$ cat src/rtl/ffa2_post_combiner.sv
// ffa2_post_combiner: recombines 2-parallel FFA sub-filter outputs into saturated even/odd lanes with sticky overflow stats
module ffa2_post_combiner #(
    parameter int DW    = 24,
    parameter int CNT_W = 16
) (
    input  logic                 clk,
    input  logic                 reset,
    input  logic                 en,
    input  logic                 in_valid,
    input  logic signed [DW-1:0] h0_in,
    input  logic signed [DW-1:0] h01_in,
    input  logic signed [DW-1:0] h1_in,
    input  logic                 clr_stats,
    output logic signed [DW-1:0] y_even,
    output logic signed [DW-1:0] y_odd,
    output logic                 out_valid,
    output logic                 sat_flag,
    output logic [CNT_W-1:0]     sat_count
);
    localparam logic signed [DW+1:0] MAXV = {3'b000, {(DW-1){1'b1}}};
    localparam logic signed [DW+1:0] MINV = {3'b111, {(DW-1){1'b0}}};

    function automatic logic signed [DW+1:0] sx(input logic signed [DW-1:0] v);
        return {{2{v[DW-1]}}, v};
    endfunction

    logic signed [DW-1:0] h0_r, h01_r, h1_r, h1_prev, e_cl, o_cl;
    logic signed [DW+1:0] e_full, o_full;
    logic                 s1_valid, e_sat, o_sat, sat_event;

    // combine lanes in DW+2 bits so no intermediate can wrap, then clamp
    always_comb begin
        e_full    = sx(h0_r) + sx(h1_prev);
        o_full    = sx(h01_r) - sx(h0_r) - sx(h1_r);
        e_sat     = (e_full > MAXV) || (e_full < MINV);
        o_sat     = (o_full > MAXV) || (o_full < MINV);
        e_cl      = e_full > MAXV ? MAXV[DW-1:0] : e_full < MINV ? MINV[DW-1:0] : e_full[DW-1:0];
        o_cl      = o_full > MAXV ? MAXV[DW-1:0] : o_full < MINV ? MINV[DW-1:0] : o_full[DW-1:0];
        sat_event = e_sat || o_sat;
    end

    // capture accepted blocks; h1_prev only advances on accepts so bubbles keep the z^-1 alignment
    always_ff @(posedge clk or negedge reset) begin
        if (!reset) begin
            h0_r     <= '0;
            h01_r    <= '0;
            h1_r     <= '0;
            h1_prev  <= '0;
            s1_valid <= 1'b0;
        end else if (en) begin
            s1_valid <= in_valid;
            if (in_valid) begin
                h0_r    <= h0_in;
                h01_r   <= h01_in;
                h1_r    <= h1_in;
                h1_prev <= h1_r;
            end
        end
    end

    // output registers load on every enabled cycle; out_valid qualifies them
    always_ff @(posedge clk or negedge reset) begin
        if (!reset) begin
            y_even    <= '0;
            y_odd     <= '0;
            out_valid <= 1'b0;
        end else if (en) begin
            y_even    <= e_cl;
            y_odd     <= o_cl;
            out_valid <= s1_valid;
        end
    end

    // sticky saturation statistics; clear ignores en and beats a coincident event
    always_ff @(posedge clk or negedge reset) begin
        if (!reset) begin
            sat_flag  <= 1'b0;
            sat_count <= '0;
        end else if (clr_stats) begin
            sat_flag  <= 1'b0;
            sat_count <= '0;
        end else if (en && s1_valid && sat_event) begin
            sat_flag <= 1'b1;
            if (!(&sat_count)) sat_count <= sat_count + CNT_W'(1);
        end
    end
endmodule

$ cat config.mk
export PLATFORM = sky130hd
export DESIGN_NAME = ffa2_post_combiner
export DESIGN_NICKNAME = d
export VERILOG_FILES = /design/src/rtl/ffa2_post_combiner.sv
export SDC_FILE = /design/constraint.sdc
export NUM_CORES = 1
export LEC_CHECK = 0
export ABC_AREA = 1
export CORE_UTILIZATION = 45
export DETAILED_ROUTE_END_ITERATION = 10
export HOLD_SLACK_MARGIN = 0.12
export PLACE_DENSITY = 0.68
export SETUP_SLACK_MARGIN = 0.2
export SLEW_MARGIN = 20
export SYNTH_ARGS = -nofsm -noshare
export SYNTH_HDL_FRONTEND = slang
export SYNTH_SLANG_ARGS = --single-unit
$ cat constraint.sdc
create_clock -name clk -period 4.9 [get_ports clk]
set_input_delay 0.735 -clock clk [delete_from_list [all_inputs] [get_ports clk]]
set_output_delay 0.735 -clock clk [all_outputs]
set_load 0.02 [all_outputs]
Word level (Yosys, flattened, before mapping)
Cells that the tools add are included.
{"block": "totals", "register_bits": 163, "in_bits": 77, "output_inout_bits": 66, "elab_cells": 37}
{"block": "classes", "add_sub_neg": 4, "order_cmp": 4, "eq_ne": 1, "n_mux": 9, "reduce_logical": 9}
{"op": "two-way mux 24 bit", "n": 4}
{"op": "two-way mux 16 bit", "n": 3}
{"op": "> comparator 26 x 24 -> 1 bit, second input constant", "n": 1}
{"op": "less-than comparator 26 x 24 -> 1 bit, second input constant", "n": 1}
{"op": "subtractor 25 x 24 -> 26 bit", "n": 1}
{"op": "adder 24 x 24 -> 25 bit", "n": 1}
{"op": "> comparator 25 x 24 -> 1 bit, second input constant", "n": 1}
{"op": "less-than comparator 25 x 24 -> 1 bit, second input constant", "n": 1}
{"op": "subtractor 24 x 24 -> 25 bit", "n": 1}
{"op": "adder 16 x 1 -> 16 bit, second input constant", "n": 1}
{"op": "AND reduction 16 bit", "n": 1}
{"op": "AND reduction 2 bit", "n": 2}
{"op": "logical OR 1 bit", "n": 3}
{"op": "logical AND 1 bit", "n": 2}
{"op": "two-way mux 1 bit", "n": 2}
{"op": "!= test 2 bit, second input constant", "n": 1}
{"op": "nonzero test 2 bit", "n": 1}

Logic depth before layout (Yosys ltp)
Gate-level depths: netlist (run 1).
{"block": "depth", "depth_word": 8, "depth_mapped": 23}

Worst setup path after synthesis (run 1)
No wires, ideal clock.
{"block": "synth_timing", "path_type": "register to register", "startpoint": "register h0_r[0]", "endpoint": "register sat_count[5]", "t_arrival_ns": 2.902, "required_time_ns": 4.782, "setup_slack_ns": 1.880, "path_stages_with_launch": 23, "synth_period_minus_slack_ns": 3.020, "path_cell_list": "dfrtp_1 inv_1 fa_1 inv_1 ha_1 inv_1 nand2_1 fa_1 nand2_1 nand2_1 nand3_1 nand2_1 nand2_1 nand3_1 nand2_1 nand2_1 nand2_1 nand2_1 nand3_4 nand3_4 buf_2 nand3_1 nand2_1"}
{"block": "synth_via", "elab_chain_cells": 8}
{"item": "from (decl)", "line_no": "27", "text": "logic signed [DW-1:0] h0_r, h01_r, h1_r, h1_prev, e_cl, o_cl;"}
{"item": "from (signal assigned)", "line_no": "53", "text": "h0_r <= h0_in;"}
{"item": "subtractor 24 x 24 -> 25 bit", "line_no": "34", "text": "o_full = sx(h01_r) - sx(h0_r) - sx(h1_r);"}
{"item": "subtractor 25 x 24 -> 26 bit", "line_no": "34"}
{"item": "> comparator 26 x 24 -> 1 bit or less-than comparator 26 x 24 -> 1 bit (tied branches)", "line_no": "36", "text": "o_sat = (o_full > MAXV) || (o_full < MINV);"}
{"item": "logical OR 1 bit", "line_no": "36"}
{"item": "logical OR 1 bit (*)", "line_no": "39", "text": "sat_event = e_sat || o_sat;"}
{"item": "logical AND 1 bit (*)", "line_no": "82", "text": "end else if (en && s1_valid && sat_event) begin"}
{"item": "nonzero test 2 bit (no line) (*)"}
{"item": "AND reduction 2 bit (no line) (*)"}
{"item": "to (signal assigned)", "line_no": "84", "text": "if (!(&sat_count)) sat_count <= sat_count + CNT_W'(1);"}
{"item": "to (decl)", "line_no": "18", "text": "output logic [CNT_W-1:0] sat_count"}
Every way passes the cells marked *; elsewhere a longest branch is shown, timed or not.
A chain may end at the register's enable or synchronous reset.

Worst setup path after layout (run 1)
{"block": "layout_timing", "startpoint": "register h0_r[0]", "endpoint": "register sat_count[14]"}
The elaborated chain is that of the path after synthesis.

==> summary.md, run 1 <==
| Metric | Value |
|---|---|
| Clock-pin transition on the worst setup and hold timing paths | 0.07 ns |
| Share of synthesized cell area in full adder, half adder and majority cells | 0.116 |
| Largest net degree at the start of global routing | 164 |
| Post-Route Skew | 0.0129 ns |
| Vertical extent of the die | 151 um |
| Detailed placer's ending HPWL | 19000 um |
| Maximum count of clock buffers along a single path | 2 |
| Total of buffers placed on input and output ports | 142 |
| Number of endpoints failing setup at the final stage | 0 |
| Post-synthesis cell type with the largest combined area | sky130_fd_sc_hd__dfrtp_1 |
| Number of levels the H-tree was split into | 4 |
| Switching share of power | 0.421 |
| Drt total wl | 24900 um |
| Worst setup path category | reg -> reg |
| Share of synthesized area spent on multiplexers | 0.0272 |
| Combinational power share | 0.505 |
| Worst Tran Pin Value | 1.06 ns |
| CTS sink count | 163 |
| Initial antenna violation count | 0 |
| Gates resized, CTS repair | 0 |
| Ports | 143 |
| Highest metal layer used by the detailed router | met4 |
| Antenna violation net count after detailed routing | 0 |
| Part of the Yosys area used for sequential elements | 0.410 |
| Launching element type of the critical path | flop |
| Routed via count divided by cell count | 4.99 |
| Initial Utilization | 0.457 |
| Met1 WL | 12100 um |
| Leakage power | 6.03 nW |
| Synthesized netlist net count | 1405 |
| Setup bufs post-CTS | 0 |
| Diode insertion count for antenna repair | 0 |
| Power density relative to cell area | 540 nW/um2 |
| Maximum net fanout on the critical path | 24 |
| Vias | 8346 |
| Standard cell core area | 21800 um2 |
| First-pass iteration count of the detailed router | 7 |
| Clock power frac | 0.212 |
| Compound-cell area share of the yosys netlist | 0.0996 |
| CTS tree | yes |
| Maximum clock frequency | 0.271 GHz |
| Fin crit share | 0.753 |
| Overall die area | 22700 um2 |
| Routed met3 length | 941 um |
| Largest cells by area after synthesis | sky130_fd_sc_hd__dfrtp_1 41%, sky130_fd_sc_hd__nand2_1 12%, sky130_fd_sc_hd__a21oi_1 6.7%, sky130_fd_sc_hd__ha_1 6.5%, sky130_fd_sc_hd__nor2_1 6.1% |
| Global-route wire length before repair | 40900 um |
| Clock root buffer master | sky130_fd_sc_hd__clkbuf_16 |
| Synthesis-stage register bit count | 163 |
| RSZ-0062 raised after global routing | false |
| Post-synthesis share of cell area spent on xor and xnor gates | 0.0432 |
| WL met2 | 11500 um |
| Internal power component | 3.82 mW |
| Number of unique standard cell types used by synthesis | 38 |
| Minimum setup slack after placement | 1.23 ns |
| Data required time at the worst endpoint | 5.26 ns |
| DRC | 0 |
| Reported net switching power | 2.78 mW |
| Most used cells in the layout excluding fill and tap cells | 324 x sky130_fd_sc_hd__nand2_1, 163 x sky130_fd_sc_hd__dfrtp_1, 161 x sky130_fd_sc_hd__nor2_1, 140 x sky130_fd_sc_hd__clkdlybuf4s50_1, 135 x sky130_fd_sc_hd__inv_1 |
| Hold Violations, Final | 0 |
| Worst voltage drop across the vdd grid | 0.000326 V |
| Post-Syn Area | 9940 um2 |
| Part of the power in registers | 0.283 |
| Global-route usage over all layers | 0.234 |
| Most common cell after layout, fill and taps aside | sky130_fd_sc_hd__nand2_1 |
| Net count reported at finish | 1532 |
| Routed wire per std cell | 14.9 um |
| Count of max-cap constraint violations | 0 |
| Arrival time reported for the critical path endpoint | 4.05 ns |
| Kind of capture point of the worst setup path | flop |
| RePlAce Congestion | 0.855 |
| Largest family of logic cells by synthesized area | simple AND/OR/NAND/NOR gates |
| Via count of the first global-routing pass | 8143 |
| Gate count after technology mapping | 1251 |
| Fraction of synthesized cell area taken by the top area cell type | 0.410 |
| Number of buffers inserted for hold repair after clock tree synthesis | 0 |
| Hold WC Path Type | in -> async |
| Final critical path time including I/O delays and setup | 3.69 ns |
| Average footprint of a synthesized cell | 7.94 um2 |
| Core Rows | 54 |
| Number of max-slew violations in the final report | 0 |
| Clk Latency, worst-skew pair | 0.43 ns |
| Share of cells above drive strength 1 | 0.0590 |
| Max-Slew Margin vs Limit | 0.294 |
| Worst setup margin | 1.21 ns |
| Horiz. Die Dim | 151 um |
| Cts bufs inserted | 17 |
| Post-synthesis share of cell area spent on and, or, nand and nor gates | 0.234 |
| Total global routing overflow | 0 |
| Syn. warnings | 0 |
| Synthesis-to-layout area growth | 23.0% |
| Sum Neg Setup Slack | 0 ns |
| Run status | finished clean |
| Number of design-rule violations left by the first detailed-router iteration | 444 |
## sequential cells by signal (all words and copies together) (netlist names), 16 cells and up
name and count:
y_even 24, h01_r 24, h1_prev 24, y_odd 24, h0_r 24, sat_count 16, h1_r 24
## worst max-delay path, cell delays in order (launching register included)
cell                      delay [ns]
sky130_fd_sc_hd__dfrtp_1        0.36
sky130_fd_sc_hd__inv_1          0.08
sky130_fd_sc_hd__fa_1           0.56
sky130_fd_sc_hd__inv_1          0.05
sky130_fd_sc_hd__ha_1           0.16
sky130_fd_sc_hd__inv_1          0.05
sky130_fd_sc_hd__nand2_1        0.10
sky130_fd_sc_hd__fa_1           0.39
sky130_fd_sc_hd__nand2_1        0.10
sky130_fd_sc_hd__nand2_1        0.07
sky130_fd_sc_hd__nand3_1        0.08
sky130_fd_sc_hd__nand2_1        0.12
sky130_fd_sc_hd__nand2_1        0.13
sky130_fd_sc_hd__nand3_1        0.11
sky130_fd_sc_hd__nand2_1        0.09
sky130_fd_sc_hd__nand2_1        0.04
sky130_fd_sc_hd__nand2_1        0.07
sky130_fd_sc_hd__nand2_2        0.25
sky130_fd_sc_hd__nand3_4        0.22
sky130_fd_sc_hd__nand3_4        0.21
sky130_fd_sc_hd__nand2_4        0.23
sky130_fd_sc_hd__nand2_1        0.09
sky130_fd_sc_hd__nand2_1        0.07
## power groups by stage
stage | clock (mW) | combinational [mW] | sequential [mW]
finish | 1.40 | 3.34 | 1.87
global route | 1.47 | 3.74 | 1.91
CTS | 1.42 | 3.35 | 1.87
detailed placement | 0 | 3.32 | 1.89
global placement | 0 | 3.30 | 1.89
floorplan | 0 | 2.00 | 2.10
## stage by stage
step / hold slack [ns] / utilization / cells / instance area, um2 / total power [mW]
2_1_floorplan: 0.439 / - / 1251 / 9940 / 4.11
4_1_cts: 0.480 / 0.562 / 1671 / 12200 / 6.65
6_report: 0.293 / 0.562 / 1671 / 12200 / 6.60
3_3_place_gp: 0.455 / 0.534 / 1639 / 11600 / 5.19
3_5_place_dp: 0.463 / 0.534 / 1639 / 11600 / 5.21
5_1_grt: 0.459 / 0.562 / 1671 / 12200 / 7.12
## cell usage after synthesis
cell type,count
sky130_fd_sc_hd__and3_1,1
sky130_fd_sc_hd__buf_2,10
sky130_fd_sc_hd__clkinv_1,1
sky130_fd_sc_hd__mux2_2,24
sky130_fd_sc_hd__a31oi_1,8
sky130_fd_sc_hd__or2_0,1
sky130_fd_sc_hd__inv_2,3
sky130_fd_sc_hd__nand2_1,325
sky130_fd_sc_hd__dfrtp_1,163
sky130_fd_sc_hd__nand3_2,2
sky130_fd_sc_hd__nor3b_1,1
sky130_fd_sc_hd__ha_1,52
sky130_fd_sc_hd__nand4_1,12
sky130_fd_sc_hd__a21oi_1,134
sky130_fd_sc_hd__o22ai_1,1
sky130_fd_sc_hd__xor2_1,32
sky130_fd_sc_hd__nor3_1,5
sky130_fd_sc_hd__o21ai_0,40
sky130_fd_sc_hd__nand3_4,2
sky130_fd_sc_hd__a21boi_0,1
sky130_fd_sc_hd__o211ai_1,1
sky130_fd_sc_hd__nand2_2,7
sky130_fd_sc_hd__nand2_4,2
sky130_fd_sc_hd__buf_1,3
sky130_fd_sc_hd__nand3_1,44
sky130_fd_sc_hd__fa_1,25
sky130_fd_sc_hd__inv_1,135
sky130_fd_sc_hd__nor2_4,1
sky130_fd_sc_hd__a31o_2,2
sky130_fd_sc_hd__or2_2,2
sky130_fd_sc_hd__a21o_1,2
sky130_fd_sc_hd__buf_6,1
sky130_fd_sc_hd__xnor2_1,17
sky130_fd_sc_hd__nor2_1,161
sky130_fd_sc_hd__o21bai_1,2
sky130_fd_sc_hd__clkbuf_1,25
sky130_fd_sc_hd__and2_1,2
sky130_fd_sc_hd__nand3b_1,1
## final timing paths
check                                      from                   endpoint  slack, ns  depth (start not counted)
setup / recovery            h0_r[0]$_DFFE_PN0P_  sat_count[14]$_DFFE_PN0P_       1.21                         22
hold / removal                            reset   sat_count[8]$_DFFE_PN0P_       0.29                          2
setup reg to reg            h0_r[0]$_DFFE_PN0P_  sat_count[14]$_DFFE_PN0P_       1.21                         22
hold reg to reg            s1_valid$_DFFE_PN0P_       s1_valid$_DFFE_PN0P_       0.48                          2
max in group asynchronous                 reset       h1_r[15]$_DFFE_PN0P_       3.69                          2
min in group clk           s1_valid$_DFFE_PN0P_       s1_valid$_DFFE_PN0P_       0.48                          2
## kinds of logic after synthesis
logic type,count (synthesis)
AOI/OAI and AO/OA,191
adders and majority gates,77
xor gates and xnor gates,49
DFF,163
buffers and inverters,178
muxes,24
and+or+nand+nor,569
## cell type report
cell class / instances / area [um2]
Fill cell: 2051 / 9540
Multi-Input combinational cell: 910 / 5180
Sequential cell: 163 / 4080
Timing Repair Buffer: 147 / 1480
Inverter: 139 / 522
Clock buffer: 22 / 464
Tap cell: 280 / 350
Clock inverter: 10 / 148
## layer usage
| metal | vias up | global-route usage |
|---|---|---|
| met5 | - | 0 |
| met4 | 0 | 0.0650 |
| met3 | 22 | 0.0358 |
| met2 | 154 | 0.368 |
| met1 | 3917 | 0.334 |
| li1 | 4253 | - |
(Power assumes the default switching activity.)
==> inputs of run 2 (changes only) <==
Settings changed: PLACE_DENSITY 0.68 to 0.71.
Clock period 4.9 ns to 3.24 ns, I/O delays scaled along.
==> summary.md, run 2 (same netlist as run 1, synthesis figures left out) <==
| Metric | Value |
|---|---|
| Cts bufs inserted | 17 (unchanged) |
| Most used cells in the layout excluding fill and tap cells | 317 x sky130_fd_sc_hd__nand2_1, 163 x sky130_fd_sc_hd__dfrtp_1, 158 x sky130_fd_sc_hd__nor2_1, 140 x sky130_fd_sc_hd__clkdlybuf4s50_1, 132 x sky130_fd_sc_hd__inv_1 |
| Initial Utilization | 0.457 (unchanged) |
| Maximum count of clock buffers along a single path | 2 (unchanged) |
| Hold Violations, Final | 0 (unchanged) |
| Net count reported at finish | 1566 (+2.2%) |
| WL met2 | 11900 um (+3.2%) |
| Routed met3 length | 1140 um (+21%) |
| Routed wire per std cell | 15.4 um (+3.3%) |
| Data required time at the worst endpoint | 3.56 ns (-1.70 ns) |
| Crit path top cell by count | sky130_fd_sc_hd__nand2_2 |
| Area taken by flip-flops and latches | 4080 um2 (unchanged) |
| Overall die area | 22700 um2 (unchanged) |
| Detailed placer's ending HPWL | 19700 um (+3.9%) |
| Count of max-cap constraint violations | 0 (unchanged) |
| Peak per-stage delay on the critical path | 0.58 ns (+0.02 ns) |
| Final core occ | 0.583 (+0.0217) |
| Vertical extent of the die | 151 um (unchanged) |
| Drt total wl | 26300 um (+5.4%) |
| Met1 WL | 12800 um (+5.5%) |
| Post-Route Skew | 0.0125 ns (-0.000454 ns) |
| Sum Neg Setup Slack | 0 ns (unchanged) |
| Antenna violation net count after detailed routing | 0 (unchanged) |
| Routed via count divided by cell count | 5.07 (+1.6%) |
| Launching element type of the critical path | flop |
| Ports | 143 (unchanged) |
| Via count of the first global-routing pass | 8360 (+2.7%) |
| CTS sink count | 163 (unchanged) |
| Final critical path time including I/O delays and setup | 3.12 ns (-0.574 ns) |
| Cell-by-cell trace of the critical path | inv_2 > fa_1 > inv_1 > ha_2 > inv_2 > nand2_2 > fa_2 > nand2_2 > nand2_2 > nand3_2 > nand2_2 > nand2_2 > nand4_1 > nand2_1 > nand2_2 > nand2_2 > nand3_4 > nand3_4 > buf_6 > nand2_4 > nand2_1 > nand2_1 |
| Highest metal layer used by the detailed router | met4 |
| Number of filler cells placed in the layout | 1964 (-4.2%) |
| Most common cell after layout, fill and taps aside | sky130_fd_sc_hd__nand2_1 |
| Arrival time reported for the critical path endpoint | 3.43 ns (-0.62 ns) |
| Maximum clock frequency | 0.321 GHz (+18%) |
| Vias | 8651 (+3.7%) |
| Standard cell core area | 21800 um2 (unchanged) |
| Run status | finished clean |
| Core Rows | 54 (unchanged) |
| Worst Tran Pin Value | 0.787 ns (-0.272 ns) |
| Kind of capture point of the worst setup path | flop |
| Hold WC Path Type | in -> async |
| Area used by multi-input combinational logic | 5380 um2 (+3.9%) |
| Leakage power | 6.21 nW (+2.9%) |
| Number of max-slew violations in the final report | 0 (unchanged) |
| Global-route wire length before repair | 42800 um (+4.5%) |
| RSZ-0062 raised after global routing | true |
| Clock-pin transition on the worst setup and hold timing paths | 0.07 ns (about the same) |
| Number of endpoints failing setup at the final stage | 0 (unchanged) |
| Power density relative to cell area | 811 nW/um2 (+50%) |
| DRC | 0 (unchanged) |
| Number of buffers inserted for hold repair after clock tree synthesis | 0 (unchanged) |
| CTS tree | yes |
| Largest net degree at the start of global routing | 90 (-45%) |
| Non-filler cells, final | 1705 (+2.0%) |
| Worst setup path category | reg -> reg |
| Number of design-rule violations left by the first detailed-router iteration | 523 (+18%) |
| Clock root buffer master | sky130_fd_sc_hd__clkbuf_16 |
| Maximum net fanout on the critical path | 8 (-67%) |
| Synthesis-to-layout area growth | 27.7% |
| Max-Slew Margin vs Limit | 0.475 (+0.181) |
| Share of cells above drive strength 1 | 0.112 (+0.0533) |
| Horiz. Die Dim | 151 um (unchanged) |
| Fin crit share | 0.962 (+0.209) |
| Total instance count after detailed placement | 1659 (+1.2%) |
| Worst voltage drop across the vdd grid | 0.000484 V (+48%) |
| Number of levels the H-tree was split into | 4 (unchanged) |
| First-pass iteration count of the detailed router | 7 (unchanged) |
| Clk Latency, worst-skew pair | 0.43 ns (about the same) |
| RePlAce Congestion | 0.875 (+2.3%) |
| Slowest cell on the critical path | sky130_fd_sc_hd__fa_1 |
| Diode insertion count for antenna repair | 0 (unchanged) |
| Total global routing overflow | 0 (unchanged) |
| Global-route usage over all layers | 0.246 (+0.0122) |
| Total of buffers placed on input and output ports | 142 (unchanged) |
| Initial antenna violation count | 0 (unchanged) |
## run 2: power by group
part | internal (mW) | switching, mW
clock network | 1.09 | 0.891
logic | 2.31 | 3.18
registers | 2.52 | 0.300
## run 2: metal layers
| metal | GRT usage | up-vias |
|---|---|---|
| li1 | - | 4316 |
| met1 | 0.358 | 4080 |
| met2 | 0.382 | 223 |
| met3 | 0.0306 | 32 |
| met4 | 0.0735 | 0 |
| met5 | 0 | - |
## run 2: layout make-up
class	count	share of cell area
clock buffers	19	0.0349
clock inverters	13	0.00996
inverters	139	0.0411
multi-input cells	911	0.424
flip-flops and latches	163	0.321
well taps	280	0.0276
repair buffers	180	0.141
## run 2: path summary, 6_finish.rpt
| path | start | endpoint | slack (ns) | cells past startpoint |
|---|---|---|---|---|
| max reg2reg | h0_r[0]$_DFFE_PN0P_ | sat_count[0]$_DFFE_PN0P_ | 0.12 | 22 |
| min | reset | sat_count[7]$_DFFE_PN0P_ | 0.1 | 1 |
| max in group asynchronous | reset | h1_r[12]$_DFFE_PN0P_ | 2.27 | 2 |
| max | h0_r[0]$_DFFE_PN0P_ | sat_count[0]$_DFFE_PN0P_ | 0.12 | 22 |
| min reg2reg | s1_valid$_DFFE_PN0P_ | s1_valid$_DFFE_PN0P_ | 0.47 | 2 |
| min in group clk | s1_valid$_DFFE_PN0P_ | s1_valid$_DFFE_PN0P_ | 0.47 | 2 |
## run 2: through the flow
step / hold WS [ns] / instance area, um2 / power [mW] / worst slack [ns]
global placement: 0.455 / 11800 / 7.92 / 0.0698
global route: 0.167 / 12700 / 11.1 / -0.0650
detailed placement: 0.459 / 11800 / 7.96 / -0.0422
finish: 0.0966 / 12700 / 10.3 / 0.124
CTS: 0.148 / 12600 / 10.2 / 0.168
floorplan: 0.190 / 9940 / 6.21 / 0.220
## run 2: timing repair
action / CTS / global route
pin swaps: 23 / 10
buffers inserted: 9 / 3
gates resized for setup: 38 / 13
endpoints found under the setup margin: 40 / 61
endpoints found under the hold margin: 0 / 0
gates cloned: 2 / 0
## run 2: worst max-delay path: cells and delay by family, from the launching register on
family	cells	cell delay, ns
and+or+nand+nor	15	1.25
buffers and inverters	4	0.30
DFF	1	0.36
adders and majority gates	3	1.09
==> inputs of run 3 (changes only) <==
Settings changed: CORE_MARGIN set to 8, HOLD_SLACK_MARGIN 0.12 to not set.
==> summary.md, run 3 (same netlist as run 1, synthesis figures left out) <==
| Metric | Value |
|---|---|
| Final critical path time including I/O delays and setup | 3.02 ns (-0.0920 ns) |
| Highest metal layer used by the detailed router | met4 |
| DRC | 0 (unchanged) |
| First-pass iteration count of the detailed router | 5 (-2) |
| Total global routing overflow | 0 (unchanged) |
| Minimum setup slack after placement | 0.0267 ns (+0.0689 ns) |
| Met1 WL | 13200 um (+2.8%) |
| Number of design-rule violations left by the first detailed-router iteration | 696 (+33%) |
| Share of cells above drive strength 1 | 0.131 (+0.0191) |
| Maximum clock frequency | 0.331 GHz (+3.0%) |
| Maximum net fanout on the critical path | 6 (-2) |
| Total of buffers placed on input and output ports | 142 (unchanged) |
| RSZ-0062 raised after global routing | true |
| Worst setup path category | reg -> reg |
| Standard cell core area | 21800 um2 (unchanged) |
| Detailed placer's ending HPWL | 21200 um (+7.4%) |
| Worst setup margin | 0.216 ns (+0.0920 ns) |
| Slowest cell on the critical path | sky130_fd_sc_hd__fa_1 |
| Internal reg-to-reg setup slack | 0.22 ns (+0.09 ns) |
| Antenna violation net count after detailed routing | 0 (unchanged) |
| Worst Tran Pin Value | 0.591 ns (-0.196 ns) |
| Data required time at the worst endpoint | 3.56 ns (about the same) |
| WL met2 | 12700 um (+6.7%) |
| CTS sink count | 163 (unchanged) |
| CP Launch Point | h0_r[5]$_DFFE_PN0P_ |
| Terminus of the critical flop-to-flop path | sat_count[2]$_DFFE_PN0P_ |
| Clock-pin transition on the worst setup and hold timing paths | 0.07 ns (about the same) |
| Run status | finished clean |
| Cell depth of the worst flop-to-flop path | 18 (-18%) |
| Power density relative to cell area | 825 nW/um2 (+1.7%) |
| Peak per-stage delay on the critical path | 0.50 ns (-0.08 ns) |
| Synthesis-to-layout area growth | 29.6% |
| Vertical extent of the die | 165 um (+9.3%) |
| Global-route usage over all layers | 0.206 (-0.0400) |
| Largest net degree at the start of global routing | 61 (-32%) |
| Ports | 143 (unchanged) |
| Routed via count divided by cell count | 5.10 (+0.55%) |
| Post-Route Skew | 0.0133 ns (+0.000787 ns) |
| Vias | 8688 (+0.43%) |
| Hold Violations, Final | 0 (unchanged) |
| Worst flop-to-flop path startpoint | h0_r[5]$_DFFE_PN0P_ |
| Number of levels the H-tree was split into | 4 (unchanged) |
| Arrival time reported for the critical path endpoint | 3.34 ns (-0.09 ns) |
| Global-route wire length before repair | 44000 um (+2.7%) |
| Leakage power | 6.21 nW (about the same) |
| Worst voltage drop across the vdd grid | 0.000503 V (+4.0%) |
| Number of max-slew violations in the final report | 0 (unchanged) |
| Hold WS | 0.476 ns (+0.380 ns) |
| Launching element type of the critical path | flop |
| Routed met3 length | 1300 um (+14%) |
| Count of max-cap constraint violations | 0 (unchanged) |
| Overall power | 10.6 mW (+3.2%) |
| Sum of buffers and inverters on the critical path | 3 (-1) |
| Drt total wl | 27700 um (+5.4%) |
| Most common cell after layout, fill and taps aside | sky130_fd_sc_hd__nand2_1 |
| Routed wire per std cell | 16.3 um (+5.5%) |
| Gate family responsible for the most delay along the worst path | simple AND/OR/NAND/NOR gates |
| Clk Latency, worst-skew pair | 0.43 ns (about the same) |
| Core Rows | 54 (unchanged) |
| Kind of capture point of the worst setup path | flop |
| Max-Slew Margin vs Limit | 0.606 (+0.131) |
| Number of endpoints failing setup at the final stage | 0 (unchanged) |
| Net count reported at finish | 1564 (-0.13%) |
| Sum Neg Setup Slack | 0 ns (unchanged) |
| Overall die area | 27100 um2 (+19%) |
| Cts bufs inserted | 17 (unchanged) |
| Cell-by-cell trace of the critical path | inv_2 > fa_1 > ha_1 > nand2_1 > inv_1 > a21oi_1 > nand2_2 > nand2_2 > nand3_1 > nand2_1 > nand2_1 > nand2_2 > nand2_2 > nand3_4 > nand3_4 > buf_4 > nand3_1 > nand2_1 |
| RePlAce Congestion | 0.909 (+3.9%) |
| Initial antenna violation count | 0 (unchanged) |
| Horiz. Die Dim | 165 um (+9.3%) |
| Hold WC Path Type | in -> async |
| Diode insertion count for antenna repair | 0 (unchanged) |
| Most used cells in the layout excluding fill and tap cells | 309 x sky130_fd_sc_hd__nand2_1, 163 x sky130_fd_sc_hd__dfrtp_1, 155 x sky130_fd_sc_hd__nor2_1, 140 x sky130_fd_sc_hd__clkdlybuf4s50_1, 129 x sky130_fd_sc_hd__a21oi_1 |
| Fin crit share | 0.933 (-0.0284) |
| Clock root buffer master | sky130_fd_sc_hd__clkbuf_16 |
| Final core occ | 0.592 (+0.00845) |
| CTS tree | yes |
| Initial Utilization | 0.457 (unchanged) |
| Maximum count of clock buffers along a single path | 2 (unchanged) |
| Via count of the first global-routing pass | 8446 (+1.0%) |
run 3: per-layer routing:
layer,vias up,global-route usage
met3,37,0.0317
li1,4300,-
met5,-,0
met2,210,0.317
met1,4141,0.293
met4,0,0.0647
run 3: how the worst max path moves through the flow:
stage                                end  depth (start not counted)  slack, ns
2_1_floorplan   sat_count[5]$_DFFE_PN0P_                         22       0.22
3_3_place_gp   sat_count[15]$_DFFE_PN0P_                         22       0.14
3_5_place_dp   sat_count[11]$_DFFE_PN0P_                         22       0.03
4_1_cts         sat_count[3]$_DFFE_PN0P_                         22       0.19
5_1_grt         sat_count[2]$_DFFE_PN0P_                         18       0.02
6_report        sat_count[2]$_DFFE_PN0P_                         18       0.22
run 3: worst register-to-register path: cells and delay by family, from the launching register on:
family / cells / cell delay (ns)
AO/OA/AOI/OAI: 1 / 0.20
adder cells (fa/ha/maj): 2 / 0.85
buffers and inverters: 3 / 0.34
flip-flops: 1 / 0.38
AND/OR/NAND/NOR: 12 / 1.13
run 3: where the power goes:
group / total [mW] / switching [mW] / internal (mW) / leakage, nW
clock: 2.09 / 0.869 / 1.22 / 0.300
sequential: 2.85 / 0.322 / 2.52 / 1.89
combinational: 5.68 / 3.28 / 2.41 / 4.02
total: 10.6 / 4.47 / 6.15 / 6.21
run 3: cell type report:
type / instances / area (um2)
fillers: 1978 / 8880
multi-input cells: 910 / 5540
flip-flops and latches: 163 / 4080
repair buffers: 179 / 1780
inverters: 139 / 522
clock buffers: 21 / 480
well taps: 280 / 350
clock inverters: 11 / 123
run 3: metrics by stage:
| stage | instances | area (um2) |
|---|---|---|
| after floorplan | 1251 | 9940 |
| final | 1703 | 12900 |
| after CTS | 1702 | 12600 |
| after global routing | 1703 | 12900 |
| after detailed placement | 1662 | 11800 |
| after global placement | 1662 | 11800 |
run 3: repair_timing:
action                                  4_1_cts  5_1_grt
buffers inserted                              6        1
gates resized for setup                      22       58
gates cloned                                  1        0
endpoints found under the hold margin        28        0
pin swaps                                    13        6
hold buffers                                  1        0
endpoints found under the setup margin       38       40
